[src/rtl/multicycle_controller.sv]
// Sequencing FSM for a multicycle RV32I datapath with a shared memory port.
// Decodes opcode/funct fields into mux selects, write enables and ALU ops.
module multicycle_controller (
    input  logic       clk,
    input  logic       rst_n,
    input  logic [6:0] opcode,
    input  logic [2:0] funct3,
    input  logic       funct7b5,
    input  logic       N,
    input  logic       Z,
    input  logic       C,
    input  logic       V,
    input  logic       mem_ready,
    output logic       mem_req,
    output logic       adr_sel,
    output logic       ir_wren,
    output logic       pc_wren,
    output logic       regfile_wren,
    output logic       dmem_wren,
    output logic [1:0] ALU_asel,
    output logic [1:0] ALU_bsel,
    output logic [1:0] result_sel,
    output logic [1:0] ximm_sel,
    output logic [2:0] ALU_control,
    output logic       illegal,
    output logic [3:0] state
);

    typedef enum logic [3:0] {
        S_FETCH    = 4'd0,
        S_DECODE   = 4'd1,
        S_MEMADR   = 4'd2,
        S_MEMREAD  = 4'd3,
        S_MEMWB    = 4'd4,
        S_MEMWRITE = 4'd5,
        S_EXECR    = 4'd6,
        S_EXECI    = 4'd7,
        S_ALUWB    = 4'd8,
        S_BRANCH   = 4'd9,
        S_JAL      = 4'd10,
        S_ILLEGAL  = 4'd15
    } state_t;

    localparam logic [6:0] OP_LW  = 7'b0000011;
    localparam logic [6:0] OP_SW  = 7'b0100011;
    localparam logic [6:0] OP_R   = 7'b0110011;
    localparam logic [6:0] OP_I   = 7'b0010011;
    localparam logic [6:0] OP_BR  = 7'b1100011;
    localparam logic [6:0] OP_JAL = 7'b1101111;

    localparam logic [2:0] ALU_ADD = 3'b000;
    localparam logic [2:0] ALU_SUB = 3'b001;
    localparam logic [2:0] ALU_AND = 3'b010;
    localparam logic [2:0] ALU_OR  = 3'b011;
    localparam logic [2:0] ALU_SLT = 3'b101;

    state_t state_q, state_d;
    logic   alu_f3_ok, br_f3_ok, taken;
    logic   mem_req_c, ir_c, pc_c, rf_c, dm_c;

    always_ff @(posedge clk or negedge rst_n) begin
        if (!rst_n) state_q <= S_FETCH;
        else        state_q <= state_d;
    end

    assign alu_f3_ok = (funct3 == 3'b000) || (funct3 == 3'b010) ||
                       (funct3 == 3'b110) || (funct3 == 3'b111);
    assign br_f3_ok  = (funct3 != 3'b010) && (funct3 != 3'b011);

    always_comb begin
        taken = 1'b0;
        case (funct3)
            3'b000:  taken = Z;
            3'b001:  taken = ~Z;
            3'b100:  taken = N ^ V;
            3'b101:  taken = ~(N ^ V);
            3'b110:  taken = ~C;
            3'b111:  taken = C;
            default: taken = 1'b0;
        endcase
    end

    always_comb begin
        ximm_sel = 2'b00;
        case (opcode)
            OP_SW:   ximm_sel = 2'b01;
            OP_BR:   ximm_sel = 2'b10;
            OP_JAL:  ximm_sel = 2'b11;
            default: ximm_sel = 2'b00;
        endcase
    end

    always_comb begin
        state_d     = state_q;
        mem_req_c   = 1'b0;
        ir_c        = 1'b0;
        pc_c        = 1'b0;
        rf_c        = 1'b0;
        dm_c        = 1'b0;
        adr_sel     = 1'b0;
        ALU_asel    = 2'b00;
        ALU_bsel    = 2'b00;
        result_sel  = 2'b00;
        ALU_control = ALU_ADD;
        unique case (state_q)
            S_FETCH: begin
                mem_req_c  = 1'b1;
                ALU_bsel   = 2'b10;
                result_sel = 2'b10;
                if (mem_ready) begin
                    ir_c    = 1'b1;
                    pc_c    = 1'b1;
                    state_d = S_DECODE;
                end
            end
            S_DECODE: begin
                // target precomputed into ALUout for a later branch
                ALU_asel = 2'b01;
                ALU_bsel = 2'b01;
                case (opcode)
                    OP_LW, OP_SW: state_d = S_MEMADR;
                    OP_R:   state_d = alu_f3_ok ? S_EXECR : S_ILLEGAL;
                    OP_I:   state_d = alu_f3_ok ? S_EXECI : S_ILLEGAL;
                    OP_BR:  state_d = br_f3_ok ? S_BRANCH : S_ILLEGAL;
                    OP_JAL: state_d = S_JAL;
                    default: state_d = S_ILLEGAL;
                endcase
            end
            S_MEMADR: begin
                ALU_asel = 2'b10;
                ALU_bsel = 2'b01;
                state_d  = opcode[5] ? S_MEMWRITE : S_MEMREAD;
            end
            S_MEMREAD: begin
                mem_req_c = 1'b1;
                adr_sel   = 1'b1;
                if (mem_ready) state_d = S_MEMWB;
            end
            S_MEMWB: begin
                result_sel = 2'b01;
                rf_c       = 1'b1;
                state_d    = S_FETCH;
            end
            S_MEMWRITE: begin
                mem_req_c = 1'b1;
                adr_sel   = 1'b1;
                if (mem_ready) begin
                    dm_c    = 1'b1;
                    state_d = S_FETCH;
                end
            end
            S_EXECR, S_EXECI: begin
                ALU_asel = 2'b10;
                ALU_bsel = (state_q == S_EXECI) ? 2'b01 : 2'b00;
                case (funct3)
                    3'b000: ALU_control =
                        (state_q == S_EXECR && funct7b5) ? ALU_SUB : ALU_ADD;
                    3'b010:  ALU_control = ALU_SLT;
                    3'b110:  ALU_control = ALU_OR;
                    3'b111:  ALU_control = ALU_AND;
                    default: ALU_control = ALU_ADD;
                endcase
                state_d = S_ALUWB;
            end
            S_ALUWB: begin
                rf_c    = 1'b1;
                state_d = S_FETCH;
            end
            S_BRANCH: begin
                ALU_asel    = 2'b10;
                ALU_control = ALU_SUB;
                pc_c        = taken;
                state_d     = S_FETCH;
            end
            S_JAL: begin
                ALU_asel = 2'b01;
                ALU_bsel = 2'b10;
                pc_c     = 1'b1;
                state_d  = S_ALUWB;
            end
            S_ILLEGAL: state_d = S_ILLEGAL;
            default:   state_d = S_ILLEGAL;
        endcase
    end

    // gating with rst_n drops every strobe the instant reset asserts
    assign mem_req      = mem_req_c & rst_n;
    assign ir_wren      = ir_c & rst_n;
    assign pc_wren      = pc_c & rst_n;
    assign regfile_wren = rf_c & rst_n;
    assign dmem_wren    = dm_c & rst_n;
    assign illegal      = (state_q == S_ILLEGAL);
    assign state        = state_q;

endmodule

[config.mk]
export PLATFORM = sky130hd
export DESIGN_NAME = multicycle_controller
export DESIGN_NICKNAME = d
export VERILOG_FILES = /design/src/rtl/multicycle_controller.sv
export SDC_FILE = /design/constraint.sdc
export NUM_CORES = 1
export LEC_CHECK = 0
export BUFFER_PORTS_ARGS = -buffer_cell sky130_fd_sc_hd__buf_4
export CORE_UTILIZATION = 25
export DETAILED_ROUTE_END_ITERATION = 6
export GPL_TIMING_DRIVEN = 0
export PLACE_DENSITY_LB_ADDON = 0.25
export SLEW_MARGIN = 20
export SYNTH_ARGS = -nofsm -noshare
export SYNTH_HDL_FRONTEND = slang
export SYNTH_SLANG_ARGS = --single-unit
[constraint.sdc]
create_clock -name clk -period 2.25 [get_ports clk]
set_input_delay 0.225 -clock clk [delete_from_list [all_inputs] [get_ports clk]]
set_output_delay 0.225 -clock clk [all_outputs]
set_load 0.03 [all_outputs]
---- Word-level counts from Yosys, hierarchy flattened ----
Index checks and enable logic that the tools add are counted.
word-level totals
  register bits after elaboration ......... 4
  logic and storage cells ................. 82
  output and inout port bits .............. 22
cells by class
  multiplexer cells ....................... 25
  bitwise logic cells ..................... 9
  equality and inequality tests ........... 28
  reductions and logical operators ........ 19
operator list
  operator                                                                 count
  4-bit one-hot mux with 7 select lines                                    1
  4-bit 2-to-1 mux                                                         5
  4-bit one-hot mux with 5 select lines                                    1
  4-bit by 3-bit == test with 1-bit output, second input constant          4
  4-bit == test, second input constant                                     4
  7-bit by 6-bit == test with 1-bit output, second input constant          2
  7-bit == test, second input constant                                     2
  2-bit OR reduction                                                       7
  3-bit == test, second input constant                                     4
  2-bit one-hot mux with 3 select lines                                    2
  3-bit one-hot mux with 4 select lines                                    1
  3-bit OR reduction                                                       3
  4-bit by 2-bit == test with 1-bit output, second input constant          2
  1-bit 2-to-1 mux                                                         8
  2-bit one-hot mux with 2 select lines                                    2
  7-bit by 2-bit == test with 1-bit output, second input constant          1
  7-bit by 5-bit == test with 1-bit output, second input constant          1
  3-bit 2-to-1 mux                                                         2
  2-bit inequality test, second input constant                             3
  3-bit by 2-bit inequality test with 1-bit output, second input constant  2
  1-bit one-hot mux with 6 select lines                                    1
  3-bit one-hot mux with 2 select lines                                    1
  1-bit AND                                                                5
  4-bit by 1-bit == test with 1-bit output, second input constant          1
  11 further kinds                                                         16

---- Depth between registers and ports, before layout ----
Gate-level depths: netlist of run 1.
  word-level depth ........................ 7
  depth in mapped cells ................... 6

---- Worst setup path before layout of run 1 ----
Ideal clock, no wire load.
  path kind ............................... register to output
  from .................................... register state_q[2] (netlist: state[2])
  to ...................................... output port regfile_wren
  data required time ...................... 2.025 ns
  buffers on the path ..................... 2
  data arrival time ....................... 2.107 ns
  setup slack ............................. -0.082 ns
  cell stages (with the launch flop) ...... 5
  cell sequence ........................... dfrtp_1 buf_6 clkbuf_1 xnor2_1 nor4b_1
between the ends
  longest elaborated chain between the ends .. 4
ends and longest elaborated chain
  what                                                                              line  text
  from (decl)                                                                       57    state_t state_q, state_d;
  from (signal assigned)                                                            63    else state_q <= state_d;
  4-bit == test / 4-bit by 3-bit == test with 1-bit output (equally long branches)  105   unique case (state_q)
  2-bit OR reduction (no line) *                                                    --
  1-bit 2-to-1 mux *                                                                105
  1-bit AND *                                                                       190   assign regfile_wren = rf_c & rst_n;
  to (decl)                                                                         18    output logic regfile_wren,
Every way passes the cells marked *; elsewhere a longest branch is shown, timed or not.

---- Worst setup path in the final report of run 1 ----
  from .................................... register state_q[3] (netlist: state[3])
  to ...................................... output port pc_wren
between the ends
  longest elaborated chain between the ends .. 3
ends and longest elaborated chain
  what                                                       line  text
  4-bit == test / 4-bit logical NOT (equally long branches)  105
  1-bit one-hot mux with 3 select lines *                    105
  1-bit AND *                                                189   assign pc_wren = pc_c & rst_n;
  to (decl)                                                  17    output logic pc_wren,
Marks and branches as above.

==> run summary, run 1 <==
WL/cell: 11.9 µm
Period utilization: 91.7%
Routed wire length: 2.20 mm
Number of distinct library cells after synthesis: 36
Total GRT Usage: 13.8%
Post-place setup slack: 0.441 ns
Largest family of logic cells by synthesized area: simple AND/OR/NAND/NOR gates
CTS tree: yes
Placed wire-length estimate: 1.69 mm
CP Class: flop to primary output
CP Cell Sequence: clkbuf_1 -> buf_1 -> nand3_1 -> o22ai_1 -> buf_4
Top cell type's share of synthesized area: 13.6%
# H-tree levels: 1
Slew HR: 68.9%
Syn nets: 130
Fmax: 0.485 GHz
Post-CTS Setup Bufs: 0
VDD IR max: 0.000107 V
DR DRC count: 0
Period minus WS final: 2.06 ns
Vias in the first global route: 834
# resized after CTS: 0
Critical Path Max Stage Delay: 0.38 ns
DRT iter0 DRCs: 14
Num CTS Buffers: 3
Slew @ Worst Pin: 0.467 ns
Port bufs: 38
Hold Crit Class: input pin to async pin
Vias: 955
I/O pin cnt: 40
Clk sinks: 4
First-pass GRT wire length: 3.46 mm
P&R area growth vs syn: 49.2%
Setup tns final: 0 ns
Vias per std cell: 5.16
CP endpoint kind: primary output
Adder and majority cell fraction of the synthesized area: 0%
Fraction of synthesized area in multiplexers: 2.89%
Req. time, crit path: 2.03 ns
Crit path buffers/inverters: 3
Grt ovf: 0
Largest net degree at the start of global routing: 11
RSZ-0062 raised after global routing: no
Outcome: completed
Final ANT Viol Nets: 0
Power Density: 210 mW/mm²
Worst-path clk slew: 0.05 ns
CP max stage cell: dfrtp_1
Worst setup SP type: flop
Final #Nets: 174
Max FFs per register: 4
CP max FO: 10
Netlist Area Pre-Place: 737 µm²
Cells after synthesis: 112
Post-Synth XOR/XNOR Area: 9.51%
Sequential area share after synthesis: 13.6%
Largest area contributor in the netlist: dfrtp_1
Final worst slack: 0.187 ns
Chip height: 56.3 µm
Largest cells by area after synthesis: dfrtp_1 14%, nor2_1 7.6%, a21oi_1 7.5%, xnor2_1 5.9%, nor3_1 5.4%
Pleak: 0.427 nW
Crit path DAT: 1.84 ns
Compound-Gate Fraction of Synth Area: 25.0%
Yosys synthesis warning count: 0
Clock Tree Buf Depth: 2
Final hold vios: 0
Layout Skew: 0.0104 ns
Final setup violation count: 0
Fillers: 295
Avg Cell Area, Syn: 6.58 µm²
Share of layout cells above drive strength 1: 33.1%
Post-Synth Simple-Gate Area: 41.9%
Diode count: 0
Initial Util: 26.5%
Die Wd: 56.3 µm
Core area: 0.00278 mm²
Slew Limit Fails: 0
Crit-path leading delay family: buffers and inverters
Yosys reg bits: 4
Clock latency on the worst-skew pair: 0.25 ns
Drt pass-1 iters: 4
Max Cap Viol: 0
Clk root buf: clkbuf_4
Final GP Congestion: 0.910
# rows: 19
Full die area: 0.00317 mm²
Initial antenna violation count: 0
==> worst reg2reg max path: stages (launching register included) <==
cell and delay, ns:
dfrtp_1 0.49, clkbuf_1 0.42, inv_1 0.15, mux2i_1 0.15
nor2_1 0.05, a311oi_1 0.29, o21ai_0 0.14
==> layout make-up <==
type	count	area, µm²	share of cell area, %
inverters	3	11.3	1.02
repair buffers	39	295	26.8
clock buffers	3	22.5	2.05
multi-input cells	97	591	53.7
flip-flops and latches	4	100	9.10
well taps	31	38.8	3.53
plain buffers	8	41.3	3.75
==> cell families after synthesis <==
family                 count (synthesis)
multiplexers                           2
flip-flops                             4
buffers and inverters                 11
AND/OR/NAND/NOR                       59
AO/OA/AOI/OAI                         28
XOR/XNOR                               8
==> layer usage <==
metal / GRT usage, % / up-vias / wire length, µm
met5: 0 / - / 0
met4: 7.32 / 0 / 36
met3: 1.61 / 5 / 135
met2: 23.5 / 40 / 1030
met1: 16.9 / 423 / 1000
li1: - / 487 / -
==> per-stage QoR <==
step	hold WS [ns]	util [%]	cell area (µm²)	std cells	power [W]
final	0.333	39.5	1100	185	0.000231
after floorplan	-0.0706	-	743	112	0.0000978
after CTS	0.332	39.5	1100	185	0.000233
after detailed placement	0.0518	38.4	1070	181	0.000135
after global placement	0.0487	38.4	1070	181	0.000134
after global routing	0.339	39.5	1100	185	0.000242
==> Yosys cell counts, drive strengths merged <==
library cell   n
nor2          15
a21oi         11
nand2         10
nor3           8
o21ai          6
clkbuf         5
xnor2          5
dfrtp          4
or2            4
buf            3
inv            3
nand2b         3
nor2b          3
nor3b          3
nor4           3
or3            3
xor2           3
a2111oi        2
a211oi         2
a311oi         2
nand3          2
o22ai          2
a221oi         1
and2           1
mux2           1
mux2i          1
nand3b         1
nand4          1
nand4b         1
nor4b          1
o2bb2ai        1
o31ai          1
==> final timing paths <==
check / startpoint / end / slack [ns] / cells past startpoint
worst max-delay path: state[3] / pc_wren / 0.19 / 5
worst min-delay path: rst_n / state[2] / 0.33 / 2
worst max register to register: state[0] / state[0] / 0.41 / 6
worst min register to register: state[2] / state[1] / 0.74 / 4
max in group asynchronous: rst_n / state[0] / 1.78 / 2
min in group clk: opcode[4] / state[3] / 0.39 / 3
==> cell usage in the layout, fill, tap and decap left out, drive strengths merged, types with 2 or more instances in the layout <==
cell      n
buf      41
nor2     15
a21oi    11
nand2    10
nor3      8
clkbuf    8
o21ai     6
xnor2     5
dfrtp     4
or2       4
xor2      3
inv       3
nand2b    3
nor2b     3
or3       3
nor3b     3
nor4      3
nand3     2
o22ai     2
a2111oi   2
a311oi    2
a211oi    2
==> where the power goes <==
part	internal (W)	total (W)	switching, W
Clock	0.0000602	0.0000967	0.0000366
Sequential	0.0000722	0.0000722	0
Combinational	0.0000331	0.0000623	0.0000293
Total	0.000165	0.000231	0.0000658
==> what timing repair did <==
item | in CTS | in global routing
endpoints found under the hold margin | 4 | 0
hold buffers | 1 | 0
setup endpoints to repair | 0 | 0
No activity file was read; power rests on OpenSTA's default activity.
==> inputs of run 2 (changes only) <==
Clock period 2.25 ns to 1.9 ns, I/O delays scaled along.
==> run 2 against run 1 <==
Count of clock-buffer cells in the layout unchanged. Worst setup slack worse by 0.085 ns. Clock skew fell by 0.0050 ns. Final cell count stayed put. Hold slack worse by 0.025 ns. Largest cell class unchanged. Design area up 4.2%. Register-to-register slack worse by 0.31 ns. Non-clock buffer count is the same. Clock power increased by 9%.
==> run summary, run 2 (synthesis gave the netlist of run 1 again) <==
Crit-path leading delay family: compound AO/OA/AOI/OAI gates
Total GRT Usage: 14.3% (+0.52 points)
Final setup violation count: 0 (unchanged)
CP Cell Sequence: buf_6 -> or2_4 -> or2_4 -> a211oi_2 -> o2bb2ai_1 -> a211oi_2
Hold Crit Class: input pin to async pin
Outcome: completed
Fmax: 0.556 GHz
Final core utilization: 41.2% (+1.7 points)
Chip height: 56.3 µm (unchanged)
P&R area growth vs syn: 55.5%
Slew HR: 60.9% (-8.0 points)
Fillers: 286 (-3.1%)
Slew @ Worst Pin: 0.572 ns (+0.105 ns)
Vias: 938 (-1.8%)
CP endpoint: state[2]
Port bufs: 38 (unchanged)
Initial Util: 26.5% (unchanged)
R2R Path Start: state[2]
VDD IR max: 0.000225 V (+110%)
Vias in the first global route: 856 (+2.6%)
DR DRC count: 0 (unchanged)
Final GP Congestion: 0.888 (-2.4%)
Clock Tree Buf Depth: 2 (unchanged)
Largest net degree at the start of global routing: 11 (unchanged)
Worst setup SP type: flop
Initial antenna violation count: 0 (unchanged)
Final ANT Viol Nets: 0 (unchanged)
Crit path buffers/inverters: 1 (-2)
Commonest non-fill, non-tap cells in the layout: 39 x buf_4, 15 x nor2_1, 11 x a21oi_1, 10 x nand2_1, 7 x nor3_1
Die Wd: 56.3 µm (unchanged)
CP endpoint kind: flop
Clock latency on the worst-skew pair: 0.24 ns (about the same)
Max Cap Viol: 0 (unchanged)
Num CTS Buffers: 3 (unchanged)
RSZ-0062 raised after global routing: no
I/O pin cnt: 40 (unchanged)
Core area: 0.00278 mm² (unchanged)
First-pass GRT wire length: 3.68 mm (+6.6%)
Layout Skew: 0.00543 ns (-0.00496 ns)
Period minus WS final: 1.80 ns
Reg2reg end: state[2]
Setup tns final: 0 ns (unchanged)
Grt ovf: 0 (unchanged)
Final hold vios: 0 (unchanged)
Footprint of the multi-input gates: 628 µm² (+6.4%)
Routed wire length: 2.34 mm (+6.5%)
Max FFs per register: 4 (unchanged)
Crit path DAT: 1.95 ns (+0.11 ns)
Slew Limit Fails: 0 (unchanged)
Flop-to-flop setup slack: 0.10 ns (-0.31 ns)
CP startpoint: state[2]
Clk sinks: 4 (unchanged)
CTS tree: yes
Clk root buf: clkbuf_4
# rows: 19 (unchanged)
Critical Path Max Stage Delay: 0.39 ns (about the same)
Power Density: 233 mW/mm² (+11%)
Period utilization: 94.6%
CP max stage cell: dfrtp_1
Crit path depth: 6 (+1)
Vias per std cell: 5.07 (-1.8%)
Worst-path clk slew: 0.04 ns (about the same)
Reg area: 100 µm² (unchanged)
Final #Nets: 174 (unchanged)
Share of layout cells above drive strength 1: 40.9% (+7.8 points)
# H-tree levels: 1 (unchanged)
Placed wire-length estimate: 1.82 mm (+7.7%)
Drt pass-1 iters: 4 (unchanged)
Full die area: 0.00317 mm² (unchanged)
Diode count: 0 (unchanged)
DRT iter0 DRCs: 5 (-9)
WL/cell: 12.7 µm (+6.5%)
Cells on worst reg2reg path: 6 (unchanged)
CP Class: flop to flop
CP max FO: 8 (-2)
Req. time, crit path: 2.05 ns (+0.02 ns)
Pleak: 0.445 nW (+4.2%)
Commonest non-fill, non-tap cell in the layout: buf_4
[run 2: cell count changes in the layout (fill, tap and decap cells not counted), moves of 2 or more]
cell,previous run,this run
clkbuf_2,0,3
clkbuf_1,5,1
nor3b_1,3,1
nor3b_2,0,2
[run 2: how the worst min path moves through the flow]
stage                     start  endpoint  slack (ns)  depth (start not counted)
after floorplan           rst_n  state[0]       -0.11                          0
after global placement    rst_n  state[2]        0.01                          1
after detailed placement  rst_n  state[2]        0.01                          1
after CTS                 rst_n  state[2]        0.31                          2
after global routing      rst_n  state[2]        0.31                          2
final                     rst_n  state[2]        0.31                          2
[run 2: stage by stage]
stage / instances / total power [W] / hold slack [ns] / cell area (µm²) / setup slack [ns]
final: 185 / 0.000267 / 0.307 / 1150 / 0.102
after global routing: 185 / 0.000287 / 0.308 / 1150 / 0.00596
after CTS: 185 / 0.000272 / 0.307 / 1140 / 0.0134
after detailed placement: 181 / 0.000161 / 0.0113 / 1100 / 0.0668
after global placement: 181 / 0.000160 / 0.0100 / 1100 / 0.0638
after floorplan: 112 / 0.000117 / -0.106 / 776 / -0.0240
[run 2: what timing repair did]
action                                 in CTS  in global routing
endpoints found under the hold margin       4                  0
hold buffers                                1                  0
setup endpoints to repair                   9                  5
setup buffers                               0                  0
resized for setup                           4                  5
pin swaps                                   0                  2
[run 2: final cells by class]
class / instances / share of cell area, %
inverters: 3 / 0.983
plain buffers: 8 / 4.37
flip-flops and latches: 4 / 8.73
multi-input cells: 97 / 54.8
well taps: 31 / 3.38
repair buffers: 39 / 25.8
clock buffers: 3 / 1.97
[run 2: metal layers]
| metal | part of all wire, % | vias to the layer above | global-route usage [%] | wire (µm) |
|---|---|---|---|---|
| li1 | - | 493 | - | - |
| met1 | 49 | 418 | 19.1 | 1150 |
| met2 | 48 | 27 | 24.1 | 1130 |
| met3 | 2.9 | 0 | 1.38 | 69 |
| met4 | 0 | 0 | 4.53 | 0 |
| met5 | 0 | - | 0 | 0 |
[run 2: report_power, final]
| part | switching [W] | internal [W] |
|---|---|---|
| clock | 0.0000346 | 0.0000706 |
| combinational | 0.0000365 | 0.0000394 |
| sequential | 0 | 0.0000857 |
| total | 0.0000711 | 0.000196 |
